===== src/rtl/seg7_scan_if.sv =====
// ============================================================================
// Module      : seg7_scan_if
// Description : Fabric-side bundle for the multiplexed 7-segment scan driver.
// Revision    : 1.0 - initial release
// ============================================================================
`default_nettype none

interface seg7_scan_if #(
    parameter int NDIGITS = 3
) ();
    logic [4*NDIGITS-1:0] data_in;
    logic                 load;
    logic [NDIGITS-1:0]   digit_en;
    logic [NDIGITS-1:0]   blink_en;
    logic [6:0]           seg;
    logic [NDIGITS-1:0]   an;
    logic                 frame_done;
    logic                 heartbeat;

    modport master (
        output data_in, load, digit_en, blink_en,
        input  seg, an, frame_done, heartbeat
    );

    modport slave (
        input  data_in, load, digit_en, blink_en,
        output seg, an, frame_done, heartbeat
    );
endinterface

`default_nettype wire


===== src/rtl/seg7_scan_driver.sv =====
// ============================================================================
// Module      : seg7_scan_driver
// Description : Time-multiplexed NDIGITS hex display driver with blanking,
//               per-digit enable/blink and a heartbeat output.
// Revision    : 1.0 - initial release
// ============================================================================
`default_nettype none

module seg7_scan_driver #(
    parameter int NDIGITS       = 3,
    parameter int REFRESH_DIV   = 20000,
    parameter int BLANK_CYCLES  = 100,
    parameter int BLINK_DIV     = 10000000,
    parameter int AN_ACTIVE_LOW = 1
) (
    input  logic       clk,
    input  logic       reset,
    seg7_scan_if.slave bus
);

    localparam int c_SLOT_W  = (REFRESH_DIV > 1) ? $clog2(REFRESH_DIV) : 1;
    localparam int c_IDX_W   = (NDIGITS > 1) ? $clog2(NDIGITS) : 1;
    localparam int c_BLINK_W = (BLINK_DIV > 1) ? $clog2(BLINK_DIV) : 1;
    localparam logic [NDIGITS-1:0] c_AN_OFF =
        (AN_ACTIVE_LOW != 0) ? {NDIGITS{1'b1}} : {NDIGITS{1'b0}};
    localparam logic [6:0] c_SEG_DARK = 7'h7F;

    if (NDIGITS < 1 || NDIGITS > 8) begin : g_bad_ndigits
        $error("seg7_scan_driver: NDIGITS must be 1..8");
    end
    if (BLANK_CYCLES < 1 || BLANK_CYCLES >= REFRESH_DIV) begin : g_bad_blank
        $error("seg7_scan_driver: need 1 <= BLANK_CYCLES < REFRESH_DIV");
    end
    if (BLINK_DIV < 1) begin : g_bad_blink
        $error("seg7_scan_driver: BLINK_DIV must be >= 1");
    end

    typedef enum logic [0:0] {
        S_BLANK = 1'b0,
        S_ON    = 1'b1
    } state_t;

    state_t                 r_state;
    logic [4*NDIGITS-1:0]   r_shadow;
    logic [c_IDX_W-1:0]     r_idx;
    logic [c_SLOT_W-1:0]    r_slot_cnt;
    logic [c_BLINK_W-1:0]   r_blink_cnt;
    logic                   r_heartbeat;
    logic                   r_frame_done;
    logic [6:0]             r_seg;
    logic [NDIGITS-1:0]     r_an;

    logic                   w_slot_wrap;
    logic                   w_blank_end;
    logic                   w_idx_last;
    logic                   w_lit;
    logic [3:0]             w_nib;
    logic [NDIGITS-1:0]     w_an_sel;

    // Active-high segment pattern, bit6..bit0; unknown input shows a lone dash.
    function automatic logic [6:0] f_enc(input logic [3:0] nib);
        case (nib)
            4'h0:    f_enc = 7'h7E;
            4'h1:    f_enc = 7'h48;
            4'h2:    f_enc = 7'h3D;
            4'h3:    f_enc = 7'h6D;
            4'h4:    f_enc = 7'h4B;
            4'h5:    f_enc = 7'h67;
            4'h6:    f_enc = 7'h77;
            4'h7:    f_enc = 7'h4C;
            4'h8:    f_enc = 7'h7F;
            4'h9:    f_enc = 7'h4F;
            4'hA:    f_enc = 7'h5F;
            4'hB:    f_enc = 7'h73;
            4'hC:    f_enc = 7'h31;
            4'hD:    f_enc = 7'h79;
            4'hE:    f_enc = 7'h37;
            4'hF:    f_enc = 7'h17;
            default: f_enc = 7'h01;
        endcase
    endfunction

    assign w_slot_wrap = (r_slot_cnt == c_SLOT_W'(REFRESH_DIV - 1));
    assign w_blank_end = (r_state == S_BLANK) &&
                         (r_slot_cnt == c_SLOT_W'(BLANK_CYCLES - 1));
    assign w_idx_last  = (r_idx == c_IDX_W'(NDIGITS - 1));

    // A load on the latch edge itself must still reach this slot, so bypass the shadow.
    assign w_nib    = bus.load ? bus.data_in[{r_idx, 2'b00} +: 4]
                               : r_shadow[{r_idx, 2'b00} +: 4];
    assign w_lit    = bus.digit_en[r_idx] & ~(bus.blink_en[r_idx] & ~r_heartbeat);
    assign w_an_sel = c_AN_OFF ^ (NDIGITS'(1) << r_idx);

    always_ff @(posedge clk or negedge reset) begin
        if (!reset) begin
            r_state      <= S_BLANK;
            r_shadow     <= '0;
            r_idx        <= '0;
            r_slot_cnt   <= '0;
            r_blink_cnt  <= '0;
            r_heartbeat  <= 1'b0;
            r_frame_done <= 1'b0;
            r_seg        <= c_SEG_DARK;
            r_an         <= c_AN_OFF;
        end else begin
            if (bus.load) begin
                r_shadow <= bus.data_in;
            end

            if (r_blink_cnt == c_BLINK_W'(BLINK_DIV - 1)) begin
                r_blink_cnt <= '0;
                r_heartbeat <= ~r_heartbeat;
            end else begin
                r_blink_cnt <= r_blink_cnt + 1'b1;
            end

            if (w_slot_wrap) begin
                r_slot_cnt <= '0;
                r_idx      <= w_idx_last ? '0 : r_idx + 1'b1;
                r_state    <= S_BLANK;
                r_seg      <= c_SEG_DARK;
                r_an       <= c_AN_OFF;
            end else begin
                r_slot_cnt <= r_slot_cnt + 1'b1;
                if (w_blank_end) begin
                    r_state <= S_ON;
                    if (w_lit) begin
                        r_seg <= ~f_enc(w_nib);
                        r_an  <= w_an_sel;
                    end
                end
            end

            // Registered one cycle early so the pulse lines up with the final slot cycle.
            r_frame_done <= w_idx_last &&
                            (r_slot_cnt == c_SLOT_W'(REFRESH_DIV - 2));
        end
    end

    assign bus.seg        = r_seg;
    assign bus.an         = r_an;
    assign bus.frame_done = r_frame_done;
    assign bus.heartbeat  = r_heartbeat;

endmodule

`default_nettype wire


===== src/flat_wrapper.sv =====
// flat-port wrapper written by rule: the top's interface ports become plain ports
module seg7_scan_driver_flat 
#(
    parameter int NDIGITS       = 3,
    parameter int REFRESH_DIV   = 20000,
    parameter int BLANK_CYCLES  = 100,
    parameter int BLINK_DIV     = 10000000,
    parameter int AN_ACTIVE_LOW = 1
)
  (clk, reset, bus_data_in, bus_load, bus_digit_en, bus_blink_en, bus_seg, bus_an, bus_frame_done, bus_heartbeat);
  seg7_scan_if #(.NDIGITS(NDIGITS)) bus_i ();
  input  logic clk;
  input  logic reset;
  input wire logic [$bits(bus_i.data_in)-1:0] bus_data_in;
  input wire logic [$bits(bus_i.load)-1:0] bus_load;
  input wire logic [$bits(bus_i.digit_en)-1:0] bus_digit_en;
  input wire logic [$bits(bus_i.blink_en)-1:0] bus_blink_en;
  output wire logic [$bits(bus_i.seg)-1:0] bus_seg;
  output wire logic [$bits(bus_i.an)-1:0] bus_an;
  output wire logic [$bits(bus_i.frame_done)-1:0] bus_frame_done;
  output wire logic [$bits(bus_i.heartbeat)-1:0] bus_heartbeat;
  assign bus_i.data_in = bus_data_in;
  assign bus_i.load = bus_load;
  assign bus_i.digit_en = bus_digit_en;
  assign bus_i.blink_en = bus_blink_en;
  assign bus_seg = bus_i.seg;
  assign bus_an = bus_i.an;
  assign bus_frame_done = bus_i.frame_done;
  assign bus_heartbeat = bus_i.heartbeat;
  seg7_scan_driver #(.NDIGITS(NDIGITS), .REFRESH_DIV(REFRESH_DIV), .BLANK_CYCLES(BLANK_CYCLES), .BLINK_DIV(BLINK_DIV), .AN_ACTIVE_LOW(AN_ACTIVE_LOW)) u_core (.clk(clk), .reset(reset), .bus(bus_i));
endmodule

===== config.mk =====
export PLATFORM = sky130hd
export DESIGN_NAME = seg7_scan_driver_flat
export DESIGN_NICKNAME = d
export VERILOG_FILES = /design/src/rtl/seg7_scan_if.sv /design/src/rtl/seg7_scan_driver.sv /design/src/flat_wrapper.sv
export SDC_FILE = /design/constraint.sdc
export NUM_CORES = 1
export LEC_CHECK = 0
export CORE_UTILIZATION = 60
export DETAILED_ROUTE_END_ITERATION = 10
export GPL_ROUTABILITY_DRIVEN = 0
export PLACE_DENSITY = 0.92
export SLEW_MARGIN = 10
export SYNTH_ARGS = -nofsm -noshare
export SYNTH_HDL_FRONTEND = slang
export SYNTH_SLANG_ARGS = --single-unit

===== constraint.sdc =====
create_clock -name clk -period 6.2 [get_ports clk]
set_clock_uncertainty 0.1 [all_clocks]
set_input_delay 0.62 -clock clk [delete_from_list [all_inputs] [get_ports clk]]
set_output_delay 0.62 -clock clk [all_outputs]
set_load 0.03 [all_outputs]

# Yosys cells after proc, flatten, opt, wreduce, memory -nomap -nowiden
# Memories as Yosys holds them, arrays and structs flattened.
# Index checks and enable logic that the tools add are counted.
dict set report word_totals {
  input_bits 21
  reg_bits 66
  mem_bits_ro 112
  memories 1
}
dict set report op_classes {
  n_eq_ne 5
  bitwise 7
  reduce_logical 5
  order_cmp 1
  mux 19
  shift 3
  add_sub_neg 3
}
# memory depth width rd rd_ports_with_merged_regs write_ports line
set memory_table {}
lappend memory_table {{(no name shown)} 16 7 1 0 0 seg7_scan_driver.sv:62} ;# case (nib)
# operator count
set ops {}
lappend ops {{7-bit 2-to-1 mux} 6}
lappend ops {{15-bit == test (second input constant)} 2}
lappend ops {{24-bit by 1-bit adder with 24-bit output (second input constant)} 1}
lappend ops {{24-bit == test (second input constant)} 1}
lappend ops {{24-bit 2-to-1 mux} 1}
lappend ops {{12-bit by 5-bit indexed part select with 4-bit output} 2}
lappend ops {{15-bit by 1-bit adder with 15-bit output (second input constant)} 1}
lappend ops {{15-bit by 7-bit == test with 1-bit output (second input constant)} 1}
lappend ops {{15-bit 2-to-1 mux} 1}
lappend ops {{3-bit 2-to-1 mux} 3}
lappend ops {{7-bit NOT} 1}
lappend ops {{1-bit binary-select mux with 2-bit select} 2}
lappend ops {{1-bit 2-to-1 mux} 4}
lappend ops {{4-bit 2-to-1 mux} 1}
lappend ops {{2-bit nonzero test} 2}
lappend ops {{2-bit by 3-bit less-than comparator with 1-bit output (second input constant)} 1}
lappend ops {{1-bit NOT} 3}
lappend ops {{3-bit NOT} 1}
lappend ops {{1-bit by 2-bit left shift with 3-bit output (first input constant)} 1}
lappend ops {{2-bit by 1-bit adder with 2-bit output (second input constant)} 1}
lappend ops {{1-bit AND} 2}
lappend ops {{2-bit == test (second input constant)} 1}
lappend ops {{1-bit logical AND} 2}
lappend ops {{2-bit 2-to-1 mux} 1}
lappend ops {{2-bit AND reduction} 1}

# Depth between registers and ports, before layout
dict set report logic_depth {
  word_depth 12
  depth_mapped 10
}

# Worst setup path before layout
# Ideal clock, no wire load.
dict set report synth_path {
  path_type {input -> register}
  startpoint {input bus_load}
  endpoint {register u_core.r_seg[5], in the netlist u_core.bus.seg[5]}
  arrival_ns 2.511
  t_required_ns 6.019
  stages 10
  path_slack_ns 3.508
  setup_time_ns 0.081
  cell_sequence {buf_4 mux2_2 a22o_1 a21oi_1 inv_1 ha_1 and3_1 a31oi_1 and4_1 nor2_2}
}
dict set report synth_between {
  elab_chain_cells 9
}
# item line
set synth_rtl {}
lappend synth_rtl {{from (decl)} flat_wrapper.sv:15} ;# input wire logic [$bits(bus_i.load)-1:0] bus_load;
lappend synth_rtl {{4-bit 2-to-1 mux} seg7_scan_driver.sv:89} ;# assign w_nib = bus.load ? bus.data_in[{r_idx, 2'b00} +: 4]
lappend synth_rtl {{memory 16 x 7 bit} n/a}
lappend synth_rtl {{7-bit 2-to-1 mux} seg7_scan_driver.sv:127} ;# if (w_lit) begin
lappend synth_rtl {{7-bit 2-to-1 mux} seg7_scan_driver.sv:125} ;# if (w_blank_end) begin
lappend synth_rtl {{7-bit 2-to-1 mux} seg7_scan_driver.sv:117} ;# if (w_slot_wrap) begin
lappend synth_rtl {{7-bit NOT} seg7_scan_driver.sv:128} ;# r_seg <= ~f_enc(w_nib);
lappend synth_rtl {{7-bit 2-to-1 mux} seg7_scan_driver.sv:127}
lappend synth_rtl {{7-bit 2-to-1 mux} seg7_scan_driver.sv:125}
lappend synth_rtl {{7-bit 2-to-1 mux} seg7_scan_driver.sv:117}
lappend synth_rtl {{to (signal assigned)} seg7_scan_driver.sv:103} ;# r_seg <= c_SEG_DARK;
lappend synth_rtl {{to (signal assigned)} seg7_scan_driver.sv:121} ;# r_seg <= c_SEG_DARK;
lappend synth_rtl {{to (signal assigned)} seg7_scan_driver.sv:128}
lappend synth_rtl {{to (decl)} seg7_scan_driver.sv:50} ;# logic [6:0] r_seg;
# Every way passes these cells. The select of a mux whose other input is x is not followed.
# A chain may end at the register's enable or synchronous reset.

# Worst setup path after layout
# Ends and elaborated chain as after synthesis.

==> results.toml <==
[synth]
ys_types = 49
yosysWarnings = 0
async_flop_share = 1.000
ys_ff_latch = 66
ys_seq_area_frac = 0.4989
synth_area_um2 = 3336
synth_compound_gate_area_share = 0.05851
muxShareOfSynthArea = 0.07089
yosys.area_share.simple = 0.2146
avgSynthCellArea_um2 = 10.69
syn_nets = 342
synthAdderAreaFrac = 0.03376
ys.flop_type = "dfrtp_1"
synthXorXnorAreaFrac = 0.08665
synth_top_family_by_area = "simple AND/OR/NAND/NOR gates"
synth-edff-count = 0
syn_inst = 312

[global_route]
overflow = 0
grt_pass1_vias = 2436
grt_usage = 0.2498
grt_max_degree = 67
grt_pass1_wl_um = 11300
antenna_found_initial = 0

[clocking]
htree_num_levels = 3
ctsResizeCount = 0
numCtsBuffers = 9
path_clk_slew_ps = 70
cts_tree = "done"
cts.sink_count = 66
clock_path_buffers = 2
post_cts_buffers = 0
clock_latency_ps = 340
cts-root-buf = "clkbuf_8"
holdBufCountCts = 0

[worst_setup_path]
crit_arrival_ps = 3440
crit_path_end_kind = "register"
crit_type = "primary input to register"
path_max_fanout = 13
r2r_start = "u_core.r_slot_cnt[0]"
startpoint_type = "primary input"
cp-startpoint = "bus_load"
required_ps = 6370

[floorplanning]
rows = 26
initial_core_util = 0.6369
fp.dieH_um = 76.56
dieArea_um2 = 5861
top_level_ports = 33
core_area_um2 = 5238
die-width_um = 76.56

[timing]
clock.fmax_ghz = 0.3054
tightest_slew_ps = 864.2
finalCritPeriodShare = 0.5282
hold_viol = 0
rsz0062_at_grt = "no"
setup_tns_ps = 0
fin_crit_ps = 3275
maxSlewHeadroom = 0.4227
final_max_slew_viol_count = 0
setup_slack_ps = 2925
setup-violations-final = 0

[power]
p_leak_nw = 1.672
ir_worst_vdd_mv = 0.1309
power.density_nw_per_um2 = 221.9

[route]
ant_nets = 0
wire_per_inst_um = 15.23
drt_pre_antenna_iters = 5
initialDrtViolationCount = 130
vias_per_cell = 5.727
drc = 0
drt_wl_total_um = 6365
vias = 2394

[finish]
finalNonFillerCells = 418
fin_nets = 374
drive_gt1_frac = 0.1580
syn_to_final_growth_pct = 15.42
fill_cells = 349
n_antenna_cell = 0

[place]
detailed_place_hpwl_um = 4427
placedCellCount = 403
portBuffers = 32
pre_cts_ws_ps = 2575

[min_path]
hp-class = "primary input to asynchronous set/reset pin"

[status]
outcome = "complete, no violations"

[job]
drv_cap = 0
flip-flops by register name, summed over array words and instances, names as in the netlist:
signal / count
u_core.r_idx: 2
u_core.r_blink_cnt: 24
u_core.r_shadow: 12
u_core.bus.frame_done: 1
u_core.bus.an: 3
u_core.r_slot_cnt: 15
u_core.r_state: 1
u_core.bus.heartbeat: 1
u_core.bus.seg: 7
Yosys cell counts (2+ instances only):
cell	number	area (um^2)
a21oi_1	9	45.04
a21oi_2	3	26.28
a22o_1	2	17.52
a31oi_1	5	31.28
and2_1	3	18.77
and3_1	9	56.30
and4_1	3	26.28
buf_2	4	20.02
buf_6	2	22.52
clkbuf_1	5	18.77
dfrtp_1	56	1401
dfstp_2	10	262.8
ha_1	9	112.6
inv_1	8	30.03
mux2_2	15	168.9
mux2i_1	3	30.03
nand2_1	17	63.81
nand2b_1	2	12.51
nand3_1	16	80.08
nand4_1	10	62.56
nor2_1	32	120.1
nor2b_1	4	25.02
nor3_1	13	65.06
nor3_2	2	20.02
nor4_1	5	31.28
o211ai_1	2	15.01
o21ai_0	8	40.04
or3_1	3	18.77
xnor2_1	16	140.1
xor2_1	17	148.9
metrics by stage:
stage / hold slack (ps) / area, um^2 / utilization / total power [mW]
5_1_grt: 421.6 / 3850 / 0.7351 / 0.8881
6_report: 341.8 / 3850 / 0.7351 / 0.8543
2_1_floorplan: 224.4 / 3336 / - / 0.4869
3_3_place_gp: 371.1 / 3665 / 0.6997 / 0.5126
4_1_cts: 378.0 / 3850 / 0.7351 / 0.8567
3_5_place_dp: 377.2 / 3665 / 0.6997 / 0.5154
worst max-delay path: stages:
cell,delay [ps]
clkdlybuf4s50_1,840
mux2_2,420
a22o_1,230
a21oi_1,340
inv_1,150
ha_1,270
and3_1,180
a31oi_1,120
and4_1,220
nor2_2,40
report_power, final:
| group | internal, mW | leakage (nW) | switching (mW) |
|---|---|---|---|
| sequential | 0.439 | 0.829 | 0.00239 |
| combinational | 0.0320 | 0.746 | 0.0356 |
| clock | 0.193 | 0.0962 | 0.152 |
| total | 0.664 | 1.67 | 0.190 |
cell families (layout without fill, tap and decap cells):
logic type,count (synthesis),count (layout)
XOR/XNOR,33,33
multiplexers,20,20
AO/OA/AOI/OAI,31,31
AND/OR/NAND/NOR,131,131
adder cells (fa/ha/maj),9,9
buffers and inverters,22,58
flip-flops,66,66
worst paths after layout:
path                                           to  slack [ps]  depth (start not counted)
setup / recovery                u_core.bus.seg[5]        2930                         10
hold / removal                 u_core.r_shadow[2]         340                          2
setup reg to reg                u_core.bus.seg[5]        3510                          7
hold reg to reg             u_core.r_blink_cnt[0]         380                          1
max in group asynchronous  u_core.r_blink_cnt[19]        5140                          2
min in group clk            u_core.r_blink_cnt[0]         380                          1
area by class of cell:
class	instances	area [um^2]	share of cell area
clock buffers	12	145.1	0.03770
well taps	70	87.58	0.02275
flip-flops and latches	66	1664	0.4322
inverters	9	33.78	0.008775
repair buffers	34	330.3	0.08580
clock inverters	3	40.04	0.01040
multi-input cells	224	1549	0.4023
routing by layer:
| layer | vias up | GRT usage | part of all wire |
|---|---|---|---|
| li1 | 1159 | - | - |
| met1 | 1160 | 0.3163 | 0.44 |
| met2 | 59 | 0.4090 | 0.50 |
| met3 | 16 | 0.04311 | 0.034 |
| met4 | 0 | 0.1346 | 0.030 |
| met5 | - | 0 | 0 |
cells in the final DEF, fill, tap and decap left out, types with 2 or more instances in the layout:
cell / netlist / routed
a21oi_1: 9 / 9
a21oi_2: 3 / 3
a22o_1: 2 / 2
a31oi_1: 5 / 5
and2_1: 3 / 3
and3_1: 9 / 9
and4_1: 3 / 3
buf_4: 1 / 2
clkbuf_1: 5 / 2
clkbuf_8: 0 / 10
clkdlybuf4s50_1: 0 / 31
clkinv_2: 0 / 2
dfrtp_1: 56 / 56
dfstp_2: 10 / 10
ha_1: 9 / 9
inv_1: 8 / 8
mux2_2: 15 / 15
mux2i_1: 3 / 3
nand2_1: 17 / 17
nand2b_1: 2 / 2
nand3_1: 16 / 16
nand4_1: 10 / 10
nor2_1: 32 / 32
nor2b_1: 4 / 4
nor3_1: 13 / 13
nor3_2: 2 / 2
nor4_1: 5 / 5
o211ai_1: 2 / 2
o21ai_0: 8 / 8
or3_1: 3 / 3
xnor2_1: 16 / 16
xor2_1: 17 / 17
Power figures use the tool's default switching activity.
